===== src/rtl/key_debounce_fsm.sv =====
// key_debounce_fsm
// Debounce FSM for an active-low push-button. It consumes the one-cycle
// neg_flag/pos_flag pulses from an upstream edge detector.
// A press or release is confirmed only after the key has stayed quiet for
// CNT_MAX clocks. When a transition is confirmed, the block raises
// key_flag for one cycle, updates the key_state level and counts presses.
module key_debounce_fsm #(
  parameter int CNT_MAX = 1000000,
  parameter int CNT_W   = 20,
  parameter int PCNT_W  = 8
) (
  input  logic              clk,
  input  logic              rst_n,
  input  logic              neg_flag,
  input  logic              pos_flag,
  output logic              key_flag,
  output logic              key_state,
  output logic [PCNT_W-1:0] press_cnt
);

  typedef enum logic [1:0] {
    IDLE        = 2'd0,
    FILTER_DOWN = 2'd1,
    DOWN        = 2'd2,
    FILTER_UP   = 2'd3
  } state_t;

  localparam logic [CNT_W-1:0]  CNT_LAST = CNT_W'(CNT_MAX - 1);
  localparam logic [CNT_W-1:0]  CNT_ONE  = CNT_W'(1);
  localparam logic [PCNT_W-1:0] PCNT_ONE = PCNT_W'(1);

  state_t              state_reg, state_next;
  logic [CNT_W-1:0]    cnt_reg, cnt_next;
  logic                key_flag_reg, key_flag_next;
  logic                key_state_reg, key_state_next;
  logic [PCNT_W-1:0]   press_cnt_reg, press_cnt_next;

  // The edge detector never asserts both flags at once. If it ever does,
  // the pair is treated as no event at all.
  logic neg_only;
  logic pos_only;
  assign neg_only = neg_flag & ~pos_flag;
  assign pos_only = pos_flag & ~neg_flag;

  // State and output registers. Reset is asynchronous.
  always_ff @(posedge clk or negedge rst_n) begin
    if (!rst_n) begin
      state_reg     <= IDLE;
      cnt_reg       <= '0;
      key_flag_reg  <= 1'b0;
      key_state_reg <= 1'b1;
      press_cnt_reg <= '0;
    end else begin
      state_reg     <= state_next;
      cnt_reg       <= cnt_next;
      key_flag_reg  <= key_flag_next;
      key_state_reg <= key_state_next;
      press_cnt_reg <= press_cnt_next;
    end
  end

  // Next-state logic. cnt defaults to 0, so it only runs inside the filter
  // states. In those states, an opposing flag takes priority over terminal count.
  always_comb begin
    state_next     = state_reg;
    cnt_next       = '0;
    key_flag_next  = 1'b0;
    key_state_next = key_state_reg;
    press_cnt_next = press_cnt_reg;
    case (state_reg)
      IDLE: begin
        if (neg_only) state_next = FILTER_DOWN;
      end
      FILTER_DOWN: begin
        if (pos_only) begin
          state_next = IDLE;                 // bounce, back to released
        end else if (neg_only) begin
          cnt_next = '0;                     // fresh falling edge restarts window
        end else if (cnt_reg == CNT_LAST) begin
          state_next     = DOWN;
          key_flag_next  = 1'b1;
          key_state_next = 1'b0;
          press_cnt_next = press_cnt_reg + PCNT_ONE;
        end else begin
          cnt_next = cnt_reg + CNT_ONE;
        end
      end
      DOWN: begin
        if (pos_only) state_next = FILTER_UP;
      end
      FILTER_UP: begin
        if (neg_only) begin
          state_next = DOWN;                 // bounce, back to pressed
        end else if (pos_only) begin
          cnt_next = '0;                     // fresh rising edge restarts window
        end else if (cnt_reg == CNT_LAST) begin
          state_next     = IDLE;
          key_flag_next  = 1'b1;
          key_state_next = 1'b1;
        end else begin
          cnt_next = cnt_reg + CNT_ONE;
        end
      end
      default: begin
        state_next = IDLE;
      end
    endcase
  end

  assign key_flag  = key_flag_reg;
  assign key_state = key_state_reg;
  assign press_cnt = press_cnt_reg;

endmodule


===== config.mk =====
export PLATFORM = sky130hd
export DESIGN_NAME = key_debounce_fsm
export DESIGN_NICKNAME = d
export VERILOG_FILES = /design/src/rtl/key_debounce_fsm.sv
export SDC_FILE = /design/constraint.sdc
export NUM_CORES = 1
export LEC_CHECK = 0
export ABC_AREA = 1
export CAP_MARGIN = 5
export CORE_MARGIN = 1.5
export CORE_UTILIZATION = 30
export CTS_BUF_LIST = sky130_fd_sc_hd__clkbuf_2
export CTS_CLUSTER_SIZE = 40
export DETAILED_ROUTE_END_ITERATION = 12
export PLACE_DENSITY_LB_ADDON = 0.25
export REMOVE_ABC_BUFFERS = 1
export SYNTH_ARGS = -nofsm -noshare
export SYNTH_HDL_FRONTEND = slang
export SYNTH_SLANG_ARGS = --single-unit

===== constraint.sdc =====
create_clock -name clk -period 3.32 [get_ports clk]
set_input_delay 0.332 -clock clk [delete_from_list [all_inputs] [get_ports clk]]
set_output_delay 0.332 -clock clk [all_outputs]
set_load 0.05 [all_outputs]

* Word-level counts from Yosys, hierarchy flattened
Cells that the tools add are included.
** Word-level totals
- Output and inout bits :: 10
- Register bits :: 32
- Input bits :: 4
- Logic and storage cells :: 62
** Operators by class
- Muxes and demuxes :: 28
- Bitwise logic cells :: 6
- Add/subtract/negate cells :: 2
- Reduce and logical (&&, ||, !) cells :: 5
- Eq/ne operators :: 16
** Operators with widths (number)
- $mux W20 :: 5
- $pmux W20 S2 :: 1
- $add A20 B1 Y20 const B :: 1
- $eq A20 B20 Y1 const B :: 1
- $mux W2 :: 8
- $ne A2 B2 Y1 const B :: 8
- $ne A3 B3 Y1 const B :: 4
- $mux W1 :: 11
- $add A8 B1 Y8 const B :: 1
- $pmux W2 S4 :: 1
- $reduce_and A7 Y1 :: 1
- $reduce_and A6 Y1 :: 1
- $eq A2 B2 Y1 const B :: 2
- $not A1 Y1 :: 4
- $pmux W1 S2 :: 2
- $reduce_and A4 Y1 :: 1
- $and A1 B1 Y1 :: 2
- $eq A2 B1 Y1 const B :: 1
- $logic_not A2 Y1 :: 1
- $reduce_bool A2 Y1 :: 1

* Depth between registers and ports, before layout
Gate-level depths: netlist (run 1).
- Depth after elaboration :: 5
- Gate-level depth with buffers :: 11
- Depth with buffers taken out :: 11

* Worst setup path after synthesis (run 1)
OpenSTA, ideal clock, no wires.
- Kind :: register to register
- Start :: register cnt_reg[0]
- End :: register press_cnt_reg[0], in the netlist press_cnt[0]
- Data required time :: 3.178 ns
- Path slack :: 1.804 ns
- Cell stages (with the launch flop) :: 8
- Buffers on the path :: 0
- Clock period less this slack :: 1.516 ns
- Arrival time :: 1.374 ns
- Setup time :: 0.142 ns
- Cells stage by stage :: dfrtp_1 -> ha_1 -> nand3_2 -> nor2_1 -> nand3_2 -> nor2_4 -> nand2_4 -> xnor2_2
** On the way
- Cells in the longest elaborated chain, start to end :: 2
** RTL lines
- from (decl) :: line 33 : logic [CNT_W-1:0] cnt_reg, cnt_next;
- from (signal assigned) :: line 55 : cnt_reg <= cnt_next;
- $eq A20 B20 Y1 :: line 79 : end else if (cnt_reg == CNT_LAST) begin
- $reduce_and A4 Y1 (no source line)
- to (signal assigned) :: line 58 : press_cnt_reg <= press_cnt_next;
- to (decl) :: line 36 : logic [PCNT_W-1:0] press_cnt_reg, press_cnt_next;
No other way between the ends.
A chain may end at the register's enable or synchronous reset.

* Worst setup path in the final report (run 1)
- Start :: register key_state_reg, in the netlist key_state
- End :: output port key_state
** RTL lines
- from (decl) :: line 35 : logic key_state_reg, key_state_next;
- from (signal assigned) :: line 57 : key_state_reg <= key_state_next;
- to (decl) :: line 17 : output logic key_state,
No word-level cell between the ends.

==> results_dict.tcl, run 1 <==
set metrics [dict create \
    status "finished, final reports clean" \
    syn_to_final_growth_pct 13.5 \
    gp_congestion 0.823 \
    h-tree-depth 2 \
    startpoint "key_state" \
    crit_buf_inv 1 \
    die_w_um 82.8 \
    clock_sinks 32 \
    die_height_um 82.8 \
    start_kind "flop" \
    internal_power_mw 0.524 \
    drive_above_1_share 0.108 \
    wire_per_inst_um 11.3 \
    swShare 0.350 \
    fin_crit_ns 2.07 \
    crit_chain "clkdlybuf4s50_1" \
    max_freq_mhz 484 \
    final_cell_mix "nand2_1, nor2_1, inv_1, dfrtp_1" \
    row_count 28 \
    hold_viol_final 0 \
    first_pass_iters 4 \
    final_nets 269 \
    synth_area_um2 1910 \
    setup-tns-final_ns 0 \
    p_per_area_nw_per_um2 372 \
    synthCells 239 \
    yosysWarningCount 0 \
    synth_area_per_cell_um2 7.99 \
    drt_wl_total_mm 3.77 \
    grt_max_degree 33 \
    crit_arrival_ns 1.73 \
    filler_cell_count 658 \
    gr-total-overflow 0 \
    diodes 0 \
    clock_path_buffers 2 \
    setup_violations 0 \
    critical_path.top_delay_family "buffers and inverters" \
    io_buffers 13 \
    synth_enable_flop_cells 0 \
    relSlewSlack 0.660 \
    maxCapViolations 0 \
    combPwrFrac 0.237 \
    drv_slew 0 \
    reg2reg_from "cnt_reg[0]" \
    cts_root_buffer "clkbuf_2" \
    antenna_found_initial 0 \
    path_max_fanout 2 \
    viasPerCell 4.53 \
    async_flop_share 1.00 \
    synth-main-ff-cell "dfrtp_1" \
    ys_seq_area_frac 0.420 \
    cts_setup_buffers 0 \
    grt_pass1_wl_mm 6.53 \
    cp-end-kind "output pin" \
    worstPathRequired_ns 2.99 \
    path_clk_slew_ns 0.17 \
    crit_slowest_cell "clkdlybuf4s50_1" \
    vdd.ir_drop.worst_v 0.000182 \
    cts_resized 0 \
    drc_errors 0 \
    instances_no_fill 335 \
    place_inst 327 \
    final_common_cell "nand2_1" \
    cts_tree "built" \
    hold_class "primary input to asynchronous set/reset pin" \
    grt_pass1_vias 1464 \
    design.die.area_um2 6850 \
    hpwl_mm 2.73 \
    start_util 0.317 \
    seq_power_share 0.531 \
    cts_buffers 5 \
    worst_pin_slew_ns 0.508 \
    num_io_pins 14 \
    period_share 0.623 \
    largest_reg_flops 20 \
    drtIter0Drc 100 \
    synth-seq-cells 32 \
    p_sw_mw 0.282 \
    synth_cell_types 30 \
    ant_nets 0 \
    leakage_nw 1.05 \
    grt_usage 0.127 \
    via_count 1516 \
    clock_latency_ns 0.36 \
    rsz0062_at_grt "false" \
    coreArea_um2 6030 \
    fin_skew_ns 0.0116 \
    r2r_slack_ns 1.50 \
    cts_hold_buffers 0 \
    p_clk_frac 0.232 \
    critPathKind "flop to output pin" \
    cpPeakStageDelay_ns 0.81 \
]
[stage by stage]
stage / hold WS, ns / total power [mW] / setup slack (ns) / utilization / area (um2)
2_1_floorplan: 0.0364 / 0.582 / 1.80 / - / 1900
4_1_cts: 0.330 / 0.826 / 1.20 / 0.360 / 2170
6_report: 0.349 / 0.807 / 1.25 / 0.360 / 2170
3_3_place_gp: 0.469 / 0.630 / 1.37 / 0.353 / 2130
5_1_grt: 0.350 / 0.874 / 1.18 / 0.360 / 2170
3_5_place_dp: 0.481 / 0.631 / 1.28 / 0.353 / 2130
[power groups by stage]
stage                     logic [mW]  clock network [mW]  registers, mW
after global placement         0.195                   0          0.435
after global routing           0.229               0.213          0.432
after floorplan                0.150                   0          0.432
final                          0.191               0.187          0.428
after detailed placement       0.197                   0          0.435
after CTS                      0.196               0.201          0.428
[layout make-up]
cell class | instances | area (um2) | share of cell area
repair buffers | 14 | 138 | 0.0635
clock inverters | 2 | 7.51 | 0.00346
flip-flops and latches | 32 | 802 | 0.370
well taps | 75 | 93.8 | 0.0433
inverters | 34 | 128 | 0.0589
clock buffers | 6 | 30.0 | 0.0139
multi-input cells | 172 | 968 | 0.447
[logic make-up after synthesis]
kind of cell,share of synthesized area
simple gates,0.335
compound gates,0.0557
buf+inv,0.0727
fa+ha+maj,0.0393
xor+xnor,0.0773
flops,0.420
[metal layers]
layer  vias to the layer above  share of wire  GRT usage
li1                        789              -          -
met1                       697           0.52      0.176
met2                        26           0.44      0.192
met3                         4          0.036     0.0328
met4                         0         0.0087     0.0417
met5                         -              0          0
[cells in the mapped netlist, types with 2 or more instances]
library cell | count | area, um2
nand3_2 | 3 | 30.0
nand2_1 | 55 | 206
nand4_1 | 7 | 43.8
nor3b_1 | 3 | 22.5
nor2_4 | 2 | 22.5
nor3_1 | 4 | 20.0
ha_1 | 6 | 75.1
o21ai_0 | 5 | 25.0
nand3_1 | 13 | 65.1
inv_1 | 31 | 116
xnor2_1 | 7 | 61.3
dfrtp_1 | 31 | 776
xor2_1 | 8 | 70.1
nor3_4 | 2 | 32.5
nand2_4 | 3 | 33.8
inv_2 | 3 | 11.3
nor2_2 | 3 | 18.8
a21oi_1 | 6 | 30.0
nor2_1 | 35 | 131
o21ai_2 | 2 | 17.5
[path summary, 6_finish.rpt]
kind                                to  cells after the start
setup / recovery             key_state                      1
hold / removal             cnt_reg[17]                      2
setup reg to reg           cnt_reg[16]                     10
hold reg to reg             cnt_reg[0]                      1
max in group asynchronous    key_state                      2
min in group clk            cnt_reg[0]                      1
Power figures use the tool's default switching activity.
==> run 2: changes to the inputs <==
==> constraint.sdc (replaced) <==
create_clock -name clk -period 1.75 [get_ports clk]
set_input_delay 0.175 -clock clk [delete_from_list [all_inputs] [get_ports clk]]
set_output_delay 0.175 -clock clk [all_outputs]
set_load 0.05 [all_outputs]
==> run 2 against run 1 <==
  * Final cell count increased by 2.4%
  * Routed wire length increased by 1.3%
  * Setup slack got worse by 1.1 ns
  * Power increased by 99%
  * Global-route usage increased by 0.62 points
  * Critical path depth increased by 8
  * Sequential cell count unchanged
  * Register-to-register slack got worse by 1.3 ns
  * Sequential power increased by 89%
  * Worst hold slack got worse by 0.17 ns
  * Non-clock buffer count increased by 8
  * Critical endpoint is now cnt_reg[19]
  * Largest cell class unchanged
==> results_dict.tcl, run 2 (same netlist as run 1, synthesis figures left out) <==
set metrics [dict create \
    busiest_layer "met2" \
    hold_class "primary input to asynchronous set/reset pin" \
    gr-total-overflow 0 \
    coreArea_um2 6030 \
    first_pass_iters 4 \
    vdd.ir_drop.worst_v 0.000380 \
    via_count 1557 \
    r2r-end "cnt_reg[19]" \
    seq_area_um2 802 \
    globalRouteMet2Util 0.203 \
    hpwl_mm 2.82 \
    combPwrFrac 0.273 \
    multi_input_area_um2 977 \
    met3_usage 0.0295 \
    p_clk_frac 0.223 \
    place_area_um2 2160 \
    grt_pass1_vias 1523 \
    hold_viol_final 0 \
    drv_slew 0 \
    filler_cell_count 674 \
    cpPeakStageDelay_ns 0.38 \
    start_kind "flop" \
    clock_sinks 32 \
    seq_power_share 0.504 \
    final_cell_mix "nand2_1, nor2_1, inv_1, dfrtp_1, buf_4" \
    syn_to_final_growth_pct 16.3 \
    period_share 0.901 \
    cp-end-kind "flop" \
    grt_pass1_wl_mm 6.88 \
    p_per_area_nw_per_um2 724 \
    wire_per_inst_um 11.1 \
    crit_chain "ha_1 -> nand3_2 -> nor2_1 -> nand3_2 -> nand2_1 -> inv_2 -> nand2_8 -> buf_4 -> nor2_2" \
    largest_reg_flops 20 \
    design.die.area_um2 6850 \
    clock_latency_ns 0.37 \
    max_freq_mhz 634 \
    drtIter0Drc 65 \
    maxCapViolations 0 \
    drc_errors 0 \
    crit_arrival_ns 1.84 \
    cts_tree "built" \
    grt_max_degree 33 \
    fin_hold_ws_ns 0.178 \
    path_max_fanout 14 \
    row_count 28 \
    gr-usage-met1 0.184 \
    r2r_slack_ns 0.17 \
    clock_path_buffers 2 \
    setup-tns-final_ns 0 \
    start_util 0.317 \
    rsz0062_at_grt "false" \
    swShare 0.356 \
    fin_area_um2 2220 \
    fin_skew_ns 0.0204 \
    internal_power_mw 1.03 \
    io_buffers 13 \
    status "finished, final reports clean" \
    final_common_cell "nand2_1" \
    grt_usage 0.133 \
    setup_violations 0 \
    worstPathRequired_ns 2.02 \
    drt_wl_total_mm 3.82 \
    cts_buffers 5 \
    path_clk_slew_ns 0.18 \
    drive_above_1_share 0.164 \
    crit_slowest_cell "dfrtp_1" \
    num_io_pins 14 \
    h-tree-depth 2 \
    reg2reg_from "cnt_reg[0]" \
    fin_crit_ns 1.58 \
    worstRegToRegCells 9 \
    critPathKind "flop to flop" \
    gp_congestion 0.831 \
    antenna_found_initial 0 \
    diodes 0 \
    die_w_um 82.8 \
    worst_slack_ns 0.174 \
    ant_nets 0 \
    cts_root_buffer "clkbuf_2" \
    leakage_nw 1.14 \
    viasPerCell 4.54 \
    relSlewSlack 0.667 \
    dpl_worst_slack_ns 0.0358 \
    p_sw_mw 0.573 \
    crit_top_cell "nand3_2" \
    worst_pin_slew_ns 0.499 \
    final_nets 277 \
    die_height_um 82.8 \
]
## run 2: metrics by stage
stage                     utilization  instances  power, mW
final                           0.368        343       1.61
after global routing            0.368        343       1.75
after CTS                       0.364        341       1.60
after detailed placement        0.358        333       1.24
after global placement          0.358        333       1.24
after floorplan                     -        238       1.10
## run 2: cell type report
class | count | share of cell area
multi-input cells | 172 | 0.440
well taps | 75 | 0.0423
clock buffers | 5 | 0.0113
repair buffers | 22 | 0.0812
inverters | 34 | 0.0575
flip-flops and latches | 32 | 0.361
clock inverters | 3 | 0.00620
## run 2: critical path, delay by kind of cell (launching register included)
| kind | cells | cell delay (ns) |
|---|---|---|
| adder cells (fa/ha/maj) | 1 | 0.19 |
| AND/OR/NAND/NOR | 6 | 0.72 |
| buffers and inverters | 2 | 0.20 |
| flip-flops | 1 | 0.38 |
## run 2: power by group through the flow
| stage | Clock, mW | Sequential (mW) | Combinational, mW |
|---|---|---|---|
| finish | 0.358 | 0.810 | 0.439 |
| global placement | 0 | 0.824 | 0.414 |
| global route | 0.422 | 0.817 | 0.508 |
| detailed placement | 0 | 0.822 | 0.418 |
| floorplan | 0 | 0.820 | 0.284 |
| CTS | 0.371 | 0.810 | 0.417 |
## run 2: metal layers
metal / routed length (um) / part of all wire / up-vias
met5: 0 / 0 / -
met3: 106 / 0.028 / 4
met1: 2000 / 0.52 / 724
li1: - / - / 809
met4: 40 / 0.010 / 0
met2: 1670 / 0.44 / 20
## run 2: worst max path at each step
stage          startpoint            to  cells past startpoint
6_report       cnt_reg[0]   cnt_reg[19]                      9
3_5_place_dp     neg_flag     key_state                      8
3_3_place_gp     neg_flag     key_state                      8
5_1_grt        cnt_reg[0]   cnt_reg[14]                      8
2_1_floorplan  cnt_reg[0]  press_cnt[0]                      7
4_1_cts          key_flag      key_flag                      1
## run 2: timing repair
item / 4_1_cts / 5_1_grt
resized for setup: 2 / 2
setup endpoints to repair: 2 / 7
pin swaps: 0 / 1
cloned: 0 / 0
hold buffers: 0 / 0
buffers inserted: 0 / 2
